[src/rtl/pattern_stream_gen.sv]
// Bit-serial pattern source for the d/valid link feeding the sequence detectors.
// Sends N copies of PATTERN MSB first, either overlapped by OVL_LEN bits or separated by GAP_LEN zeros.
module pattern_stream_gen #(
  parameter int                 PAT_LEN = 5,
  parameter logic [PAT_LEN-1:0] PATTERN = 5'b10110,
  parameter int                 OVL_LEN = 2,
  parameter int                 GAP_LEN = 2,
  parameter int                 CNT_W   = 8
) (
  input  logic             clk,
  input  logic             rst,
  input  logic             start_i,
  input  logic [CNT_W-1:0] num_i,
  input  logic             overlap_i,
  input  logic             ready_i,
  output logic             d_o,
  output logic             valid_o,
  output logic             busy_o,
  output logic             done_o,
  output logic [CNT_W-1:0] sent_cnt_o
);

  localparam int IDX_W = (PAT_LEN > 1) ? $clog2(PAT_LEN) : 1;
  localparam logic [IDX_W-1:0] IDX_TOP  = IDX_W'(PAT_LEN - 1);
  localparam logic [IDX_W-1:0] IDX_OVL  = IDX_W'(PAT_LEN - 1 - OVL_LEN);
  localparam logic [IDX_W-1:0] IDX_ONE  = IDX_W'(1);
  localparam logic [IDX_W-1:0] IDX_ZERO = IDX_W'(0);
  localparam logic [3:0]       GAP_LAST = (GAP_LEN > 0) ? 4'(GAP_LEN - 1) : 4'd0;
  localparam logic [CNT_W-1:0] CNT_ONE  = CNT_W'(1);
  localparam logic [CNT_W-1:0] CNT_ZERO = CNT_W'(0);

  typedef enum logic [1:0] {
    IDLE = 2'd0,
    SEND = 2'd1,
    GAP  = 2'd2,
    DONE = 2'd3
  } state_t;

  state_t           state_r;
  logic [IDX_W-1:0] idx_r;
  logic [3:0]       gap_cnt_r;
  logic [CNT_W-1:0] num_r;
  logic             ovl_r;

  logic             xfer_s;
  logic [CNT_W-1:0] cnt_next_s;
  logic             last_copy_s;

  // Handshake and end-of-command decode, all from registered state
  always_comb begin
    xfer_s      = valid_o & ready_i;
    cnt_next_s  = sent_cnt_o + CNT_ONE;
    last_copy_s = (cnt_next_s == num_r);
  end

  // Control FSM; d_o/valid_o are loaded with the next bit on each transfer so ready_i never reaches them combinationally
  always_ff @(posedge clk) begin
    if (rst) begin
      state_r    <= IDLE;
      idx_r      <= IDX_ZERO;
      gap_cnt_r  <= 4'd0;
      num_r      <= CNT_ZERO;
      ovl_r      <= 1'b0;
      d_o        <= 1'b0;
      valid_o    <= 1'b0;
      busy_o     <= 1'b0;
      done_o     <= 1'b0;
      sent_cnt_o <= CNT_ZERO;
    end else begin
      case (state_r)
        IDLE: begin
          done_o <= 1'b0;
          if (start_i) begin
            num_r      <= num_i;
            ovl_r      <= overlap_i;
            sent_cnt_o <= CNT_ZERO;
            idx_r      <= IDX_TOP;
            gap_cnt_r  <= 4'd0;
            if (num_i == CNT_ZERO) begin
              state_r <= DONE;
              done_o  <= 1'b1;
              valid_o <= 1'b0;
              busy_o  <= 1'b0;
              d_o     <= 1'b0;
            end else begin
              state_r <= SEND;
              valid_o <= 1'b1;
              busy_o  <= 1'b1;
              d_o     <= PATTERN[IDX_TOP];
            end
          end else begin
            valid_o <= 1'b0;
            busy_o  <= 1'b0;
            d_o     <= 1'b0;
          end
        end

        SEND: begin
          if (xfer_s) begin
            if (idx_r == IDX_ZERO) begin
              sent_cnt_o <= cnt_next_s;
              if (last_copy_s) begin
                state_r <= DONE;
                valid_o <= 1'b0;
                busy_o  <= 1'b0;
                done_o  <= 1'b1;
                d_o     <= 1'b0;
              end else if (ovl_r) begin
                // Shared prefix is already on the wire, resume after it
                idx_r <= IDX_OVL;
                d_o   <= PATTERN[IDX_OVL];
              end else if (GAP_LEN > 0) begin
                state_r   <= GAP;
                gap_cnt_r <= 4'd0;
                d_o       <= 1'b0;
              end else begin
                idx_r <= IDX_TOP;
                d_o   <= PATTERN[IDX_TOP];
              end
            end else begin
              idx_r <= idx_r - IDX_ONE;
              d_o   <= PATTERN[idx_r - IDX_ONE];
            end
          end else begin
            idx_r <= idx_r;
          end
        end

        GAP: begin
          if (xfer_s) begin
            if (gap_cnt_r == GAP_LAST) begin
              state_r   <= SEND;
              gap_cnt_r <= 4'd0;
              idx_r     <= IDX_TOP;
              d_o       <= PATTERN[IDX_TOP];
            end else begin
              gap_cnt_r <= gap_cnt_r + 4'd1;
            end
          end else begin
            gap_cnt_r <= gap_cnt_r;
          end
        end

        DONE: begin
          state_r <= IDLE;
          done_o  <= 1'b0;
          valid_o <= 1'b0;
          busy_o  <= 1'b0;
          d_o     <= 1'b0;
        end

        default: begin
          state_r <= IDLE;
          valid_o <= 1'b0;
          busy_o  <= 1'b0;
          done_o  <= 1'b0;
          d_o     <= 1'b0;
        end
      endcase
    end
  end

endmodule

[config.mk]
export PLATFORM = sky130hd
export DESIGN_NAME = pattern_stream_gen
export DESIGN_NICKNAME = d
export VERILOG_FILES = /design/src/rtl/pattern_stream_gen.sv
export SDC_FILE = /design/constraint.sdc
export NUM_CORES = 1
export LEC_CHECK = 0
export BUFFER_PORTS_ARGS = -buffer_cell sky130_fd_sc_hd__clkbuf_2
export CORE_MARGIN = 5
export CORE_UTILIZATION = 41
export CTS_BUF_LIST = sky130_fd_sc_hd__clkbuf_4
export DETAILED_ROUTE_END_ITERATION = 6
export PLACE_DENSITY = 0.65
export SLEW_MARGIN = 20
export SYNTH_ARGS = -nofsm -noshare
export SYNTH_HDL_FRONTEND = slang
export SYNTH_SLANG_ARGS = --single-unit
export TNS_END_PERCENT = 10
[constraint.sdc]
create_clock -name clk -period 2.1 [get_ports clk]
set_input_delay 0.105 -clock clk [delete_from_list [all_inputs] [get_ports clk]]
set_output_delay 0.105 -clock clk [all_outputs]
set_load 0.005 [all_outputs]
==> Word level (Yosys, flattened, before mapping) <==
Memories as Yosys holds them, arrays and structs flattened.
Index checks and enable logic that the tools add are counted.
{ "word_totals": {"ram_bits": 0, "mem_bits_ro": 8, "out_inout_bits": 12, "ff_bits": 29, "latchBits": 0, "in_bits": 13, "word_cells": 93, "memories": 1} }
{ "mem_list": {"columns": ["name", "depth", "width", "read_ports", "rd_clocked_by_memory_dff", "write_ports", "line", "rtl"], "rows": [
  ["(name not given)", 8, 1, 1, 0, 0, "122", "d_o <= PATTERN[idx_r - IDX_ONE];"]
]} }
{ "op_classes": {"n_reduce_logical": 13, "bitwise": 1, "n_mux": 49, "order_cmp": 1, "multipliers": 0, "n_eq_ne": 16, "shifts": 0, "addsub": 3, "n_div": 0} }
{ "ops": {"columns": ["operator", "count"], "rows": [
  ["$mux 4", 7],
  ["$mux 8", 3],
  ["$mux 3", 7],
  ["$mux 1", 17],
  ["$mux 2", 8],
  ["$ne 2x2->1 const B", 8],
  ["$pmux 8 s2", 1],
  ["$reduce_and 7->1", 2],
  ["$pmux 4 s3", 1],
  ["$ne 3x3->1 const B", 3],
  ["$pmux 3 s3", 1],
  ["$add 8x1->8 const B", 1],
  ["$eq 8x8->1", 1],
  ["$logic_not 8->1", 1],
  ["$pmux 2 s4", 1],
  ["$reduce_and 4->1", 2],
  ["$pmux 1 s3", 2],
  ["$reduce_and 6->1", 1],
  ["$reduce_bool 3->1", 2],
  ["$add 4x1->4 const B", 1],
  ["$eq 2x2->1 const B", 2],
  ["$eq 4x1->1 const B", 1],
  ["$lt 3x4->1 const B", 1],
  ["$pmux 1 s4", 1],
  ["8 further kinds", 8]
]} }

==> Longest topological paths before layout <==
Gate-level depths: netlist of the first run.
{ "logic_depth": {"ltp_word": 6, "depth_mapped": 9, "mapped_depth_nobuf": 8} }

==> Least setup slack after synthesis of the first run <==
OpenSTA, ideal clock, no wires.
{ "synth_timing": {"path_kind": "register -> register", "from": "register sent_cnt_o[2]", "to": "register gap_cnt_r[3]", "setup_ps": 88, "path_buffers": 1, "path_slack_ps": -91, "t_required_ps": 2012, "path_stages_with_launch": 8, "period_less_slack_ps": 2191, "arrival_time_ps": 2103, "cell_sequence": "dfxtp_1 > nand3_4 > or3_4 > a2111oi_4 > o2111ai_1 > buf_4 > o21a_4 > a311oi_2"} }
{ "synth_between": {"elab_chain_len": 4} }
{ "synth_lines": {"columns": ["element", "line", "rtl"], "rows": [
  ["from (decl)", "20", "output logic [CNT_W-1:0] sent_cnt_o"],
  ["from (signal assigned)", "101", "sent_cnt_o <= cnt_next_s;"],
  ["$add 8x1->8", "52", "cnt_next_s = sent_cnt_o + CNT_ONE;"],
  ["$eq 8x8->1", "53", "last_copy_s = (cnt_next_s == num_r);"],
  ["$ne 2x2->1 (no source line)", null, null],
  ["$reduce_and 7->1 (no source line)", null, null],
  ["to (signal assigned)", "137", "gap_cnt_r <= gap_cnt_r + 4'd1;"],
  ["to (signal assigned)", "140", "gap_cnt_r <= gap_cnt_r;"],
  ["to (decl)", "41", "logic [3:0] gap_cnt_r;"]
]} }
Every way passes these cells.
A chain may end at the register's enable or synchronous reset.

==> Final worst setup path of the first run <==
{ "layout_timing": {"from": "register sent_cnt_o[1]", "to": "register gap_cnt_r[2]"} }
Same word-level chain as after synthesis.

==> results of run 1 <==
-- worst max path at each step --
stage | start | endpoint | slack [ps] | cells past startpoint
floorplan | sent_cnt_o[3]$_SDFFE_PP0P_ | gap_cnt_r[3]$_SDFFE_PP0P_ | 8 | 7
detailed placement | sent_cnt_o[1]$_SDFFE_PP0P_ | d_o$_SDFFE_PP0P_ | -6 | 7
global route | sent_cnt_o[0]$_SDFFE_PP0P_ | gap_cnt_r[2]$_SDFFE_PP0P_ | -70 | 8
finish | sent_cnt_o[1]$_SDFFE_PP0P_ | gap_cnt_r[2]$_SDFFE_PP0P_ | 20 | 8
global placement | sent_cnt_o[1]$_SDFFE_PP0P_ | d_o$_SDFFE_PP0P_ | 6 | 7
CTS | sent_cnt_o[0]$_SDFFE_PP0P_ | gap_cnt_r[2]$_SDFFE_PP0P_ | -10 | 7
-- cell families (layout without fill, tap and decap cells) --
| group | Yosys count | in the layout | share of synthesized area |
|---|---|---|---|
| and+or+nand+nor | 93 | 93 | 0.253 |
| AOI/OAI and AO/OA | 80 | 80 | 0.296 |
| DFF | 29 | 29 | 0.320 |
| buffers and inverters | 21 | 59 | 0.0476 |
| xor gates and xnor gates | 9 | 9 | 0.0434 |
| adders and majority gates | 5 | 5 | 0.0345 |
| muxes | 1 | 1 | 0.00551 |
-- power by group through the flow --
stage	sequential, uW	clock, uW	combinational, uW
detailed placement	707	0	681
floorplan	690	0	502
global route	706	367	780
global placement	704	0	676
CTS	693	337	692
finish	693	333	702
-- metal layers --
metal,vias to the layer above,wire length (microns),global-route usage
li1,938,-,-
met1,853,2090,0.197
met2,43,2210,0.262
met3,6,209,0.0378
met4,0,64,0.0559
met5,-,0,0
-- per-stage QoR --
stage / area, sq um / utilization
final: 2170 / 0.501
after global routing: 2170 / 0.501
after CTS: 2150 / 0.498
after detailed placement: 2070 / 0.480
after global placement: 2070 / 0.480
after floorplan: 1820 / -
-- flip-flops by register name, indices dropped and copies added, names as in the netlist --
name,count
busy_o,1
d_o,1
done_o,1
gap_cnt_r,4
idx_r,3
num_r,8
ovl_r,1
sent_cnt_o,8
state_r,2
-- worst reg2reg max path: cells and delay by family, from the launching register on --
| family | cells | cell delay, ps |
|---|---|---|
| adder cells (fa/ha/maj) | 1 | 170 |
| buffers and inverters | 1 | 170 |
| AO/OA/AOI/OAI | 3 | 540 |
| AND/OR/NAND/NOR | 3 | 720 |
| flip-flops | 1 | 370 |
-- final cells by class --
type	instances	area, sq um	share of cell area
repair buffers	41	256	0.118
well taps	52	65.1	0.0300
clock inverters	1	3.75	0.00173
multi-input cells	188	1170	0.538
inverters	11	41.3	0.0190
flip-flops and latches	29	589	0.272
clock buffers	6	45.0	0.0208
-- cell usage after synthesis (all sizes together), types with 3 or more instances --
master	n	area (sq um)
ha	5	62.6
buf	3	18.8
nand2	31	116
or3	5	36.3
o21a	3	30.0
xnor2	4	35.0
o21ai	13	65.1
xor2	5	43.8
a31oi	3	18.8
inv	11	41.3
a311oi	4	41.3
nor3	5	25.0
nand3	10	62.6
clkbuf	7	26.3
dfxtp	29	581
a21oi	32	160
nand2b	5	31.3
nor2	21	78.8
nor4	3	18.8
o22ai	6	37.5
-- what timing repair did --
action,in CTS,in global routing
pin swaps,1,1
resized for setup,2,5
hold buffers,2,0
setup endpoints to repair,2,18
gates cloned,0,0
hold endpoints to repair,2,0
==> impl_metrics.json, run 1 <==
{
  "status": "finished, final reports clean",
  "fmax_mhz": 482,
  "numCtsBuffers": 5,
  "p_sw_uw": 684,
  "wl_per_cell_microns": 13.9,
  "path_clk_slew_ps": 80,
  "yosysUniqueCellTypes": 51,
  "min_from": "num_i[2]",
  "die_y_microns": 76.5,
  "layout-drive-gt1-share": 0.228,
  "tightest_slew_ps": 612,
  "internal_power_uw": 1040,
  "cts_sinks": 29,
  "final_cell_mix": "a21oi_1, nand2_1, dfxtp_1",
  "finish.net_count": 294,
  "startpoint_type": "flip-flop",
  "crit_path_cell_trace": "ha_2, and3_2, and3_1, o21ai_0, o2111ai_2, buf_6, or2_2, a311oi_1",
  "syn_avg_cell_area_sq_um": 7.63,
  "pre_cts_ws_ps": -6.31,
  "core_sq_mm": 0.00432,
  "crit_buf_inv": 1,
  "routed_wl_microns": 4570,
  "worst_setup_path_end_kind": "flip-flop",
  "routed_via_density": 5.61,
  "yosysWarnings": 0,
  "final_common_cell": "a21oi_1",
  "holdWs_ps": 10.7,
  "pwr-share-comb": 0.406,
  "r2r_end": "gap_cnt_r[2]$_SDFFE_PP0P_",
  "stdcell_count": 328,
  "final_hold_viol_count": 0,
  "slew_headroom": 0.592,
  "min_path_type": "input pin to flip-flop",
  "rows": 24,
  "synthFlopType": "dfxtp_1",
  "worstPathArrival_ps": 2310,
  "final_antenna_net_count": 0,
  "critPathRequiredTime_ps": 2330,
  "clockBufferDepth": 2,
  "num-fill-cells": 441,
  "post_cts_buffers": 0,
  "dp_cells": 319,
  "design_power_total_uw": 1730,
  "ys_ff_latch": 29,
  "clockPowerShare": 0.193,
  "dieWidth_microns": 76.5,
  "fin_setup_tns_ps": 0,
  "rr_worst_depth": 8,
  "crit_fanout": 9,
  "fin_skew_ps": 21.4,
  "reg2reg_slack_ps": 20,
  "switching_share": 0.396,
  "io_pins": 25,
  "die_area_sq_mm": 0.00586,
  "insertion_delay_ps": 340,
  "cts_htree_levels": 2,
  "synthCells": 238,
  "cts_root_buf": "clkbuf_4",
  "crit_slowest_cell": "dfxtp_4",
  "p_leak_uw": 0.000840,
  "r2r_start": "sent_cnt_o[1]$_SDFFE_PP0P_",
  "synth_edf_count": 0,
  "max_cap_violations": 0,
  "drc": 0,
  "start_util": 0.420,
  "slowest_delay_ps": 370,
  "grt_overflow_total": 0,
  "vdd_drop_max_mv": 0.414,
  "grt.total_usage": 0.158,
  "holdPathStages": 3,
  "grt_first_pass_wirelength_microns": 7800,
  "cts_tree": "yes",
  "synth_area_sq_mm": 0.00182,
  "antenna_found_initial": 0,
  "fin_ws_ps": 24.8,
  "ys_seq_area_frac": 0.320,
  "fin_crit_sh": 0.988,
  "hpwl_microns": 3390,
  "synthArstFlopShare": 0,
  "syn_nets": 256,
  "grt_pass1_vias": 1717,
  "whs_endpoint": "num_r[2]$_SDFFE_PP0P_",
  "drt-initial-drc-count": 129,
  "grt_max_degree": 28,
  "area_growth_pct": 19.4,
  "seqPwrFrac": 0.401,
  "antennaDiodeCount": 0,
  "setup_violations": 0,
  "portBuffers": 24,
  "powerDensity_mw_per_mm2": 797,
  "crit_type": "flip-flop to flip-flop",
  "gp_congestion": 0.817,
  "vias": 1840,
  "slew_violations": 0,
  "cp_top_family": "simple AND/OR/NAND/NOR gates",
  "grt_setup_unrepaired": "yes",
  "first_pass_iters": 5,
  "layout_min_cycle_time_ps": 2080
}
Power figures use the tool's default switching activity.
==> run 2: changes to the inputs <==
PLACE_DENSITY = 0.62   (was 0.65)
==> run 2 against run 1 <==
First-iteration DRC count up 14%. Maximum frequency grew 0.12%. Setup slack better by 2.5 ps. Total power up 0.66%. Count of clock-buffer cells in the layout down 1. Routed wire length grew 3.7%. Critical path type unchanged. Highest routed layer unchanged.
==> impl_metrics.json, run 2 (same netlist as run 1, synthesis figures left out) <==
{
  "status": "finished, final reports clean",
  "dr_wl_met3_microns": 211,
  "startpoint_type": "flip-flop",
  "grt_overflow_total": 0,
  "grt_setup_unrepaired": "yes",
  "fin_setup_tns_ps": 0,
  "rows": 24,
  "fin_crit_sh": 0.987,
  "cts_htree_levels": 2,
  "p_leak_uw": 0.000871,
  "layout-drive-gt1-share": 0.251,
  "die_y_microns": 76.5,
  "crit_type": "flip-flop to flip-flop",
  "grt_pass1_vias": 1758,
  "slowest_delay_ps": 390,
  "min_path_type": "input pin to flip-flop",
  "antenna_found_initial": 0,
  "cts_sinks": 29,
  "vias": 1873,
  "wl_met2_microns": 2290,
  "met1Wirelength_microns": 2160,
  "grt_first_pass_wirelength_microns": 8060,
  "postPlaceCellArea_sq_mm": 0.00210,
  "first_pass_iters": 4,
  "clockBufferDepth": 2,
  "start_util": 0.420,
  "top_layer": "met4",
  "worst_setup_path_end_kind": "flip-flop",
  "cts_root_buf": "clkbuf_4",
  "wl_per_cell_microns": 14.1,
  "grt.total_usage": 0.164,
  "holdPathStages": 3,
  "crit_slowest_cell": "dfxtp_4",
  "vdd_drop_max_mv": 0.564,
  "die_area_sq_mm": 0.00586,
  "cts_tree": "yes",
  "fmax_mhz": 482,
  "path_clk_slew_ps": 100,
  "drc": 0,
  "crit_fanout": 5,
  "final_area_sq_mm": 0.00224,
  "antennaDiodeCount": 0,
  "final_cell_mix": "a21oi_1, nand2_1, dfxtp_1",
  "critPathRequiredTime_ps": 2340,
  "dieWidth_microns": 76.5,
  "core_sq_mm": 0.00432,
  "crit_path_cell_trace": "nand3_4, or3_4, a2111oi_4, o2111ai_2, buf_6, or2_4, a311oi_1",
  "io_pins": 25,
  "reg_top3": "num_r: 8 flops, sent_cnt_o: 8 flops, gap_cnt_r: 4 flops",
  "numCtsBuffers": 5,
  "hpwl_microns": 3480,
  "area_growth_pct": 23.2,
  "portBuffers": 24,
  "setup_violations": 0,
  "powerDensity_mw_per_mm2": 777,
  "tightest_slew_ps": 643,
  "final_hold_viol_count": 0,
  "drt-initial-drc-count": 147,
  "fin_skew_ps": 8.69,
  "gp_congestion": 0.858,
  "worstPathArrival_ps": 2310,
  "rr_worst_depth": 7,
  "grt_max_degree": 21,
  "slew_violations": 0,
  "insertion_delay_ps": 330,
  "final_antenna_net_count": 0,
  "layout_min_cycle_time_ps": 2070,
  "max_cap_violations": 0,
  "routed_via_density": 5.59,
  "finish.net_count": 300,
  "routed_wl_microns": 4740,
  "slew_headroom": 0.570,
  "final_common_cell": "a21oi_1"
}
## run 2: routing by layer
metal,global-route usage,vias to the layer above
met4,0.0402,0
li1,-,951
met5,0,-
met2,0.282,45
met3,0.0496,10
met1,0.198,867
## run 2: power by group
part           internal [uW]  total [uW]  switching [uW]  leakage (uW)
Sequential               619         701            82.6      0.000239
Clock                    121         323             203     0.0000300
Combinational            309         714             405      0.000602
Total                   1050        1740             690      0.000871
## run 2: cell type report
| class | instances | area (sq um) |
|---|---|---|
| Clock inverter | 3 | 12.5 |
| Tap cell | 52 | 65.1 |
| Inverter | 11 | 41.3 |
| Sequential cell | 29 | 591 |
| Clock buffer | 5 | 37.5 |
| Fill cell | 448 | 2090 |
| Multi-Input combinational cell | 188 | 1190 |
| Timing Repair Buffer | 47 | 302 |
## run 2: worst max-delay path: cells and delay by family (launching register included)
kind	cells	cell delay [ps]
compound gates	3	750
buf+inv	1	170
flops	1	390
simple gates	3	670
## run 2: what timing repair did
| item | in CTS | in global routing |
|---|---|---|
| pin swaps | 4 | 2 |
| endpoints found under the hold margin | 2 | 1 |
| buffers inserted | 1 | 0 |
| endpoints found under the setup margin | 1 | 9 |
| hold buffers | 2 | 1 |
| gates cloned | 1 | 0 |
| gates resized for setup | 11 | 7 |
## run 2: path summary, 6_finish.rpt
| path | from | endpoint | slack [ps] |
|---|---|---|---|
| worst max-delay path | sent_cnt_o[0]$_SDFFE_PP0P_ | gap_cnt_r[2]$_SDFFE_PP0P_ | 30 |
| worst max register to register | sent_cnt_o[0]$_SDFFE_PP0P_ | gap_cnt_r[2]$_SDFFE_PP0P_ | 30 |
| worst min-delay path | num_i[0] | num_r[0]$_SDFFE_PP0P_ | 20 |
| worst min register to register | num_r[5]$_SDFFE_PP0P_ | num_r[5]$_SDFFE_PP0P_ | 480 |
## run 2: stage by stage
stage / total power (uW) / utilization / hold WS, ps / std cells / worst slack (ps)
after floorplan: 1190 / - / 241 / 238 / 8.03
after global placement: 1400 / 0.485 / 337 / 322 / 26.2
after detailed placement: 1400 / 0.485 / 344 / 322 / -2.82
after CTS: 1750 / 0.515 / 1.62 / 334 / 2.09
after global routing: 1880 / 0.517 / 3.36 / 335 / -62.9
final: 1740 / 0.517 / 15.4 / 335 / 27.3
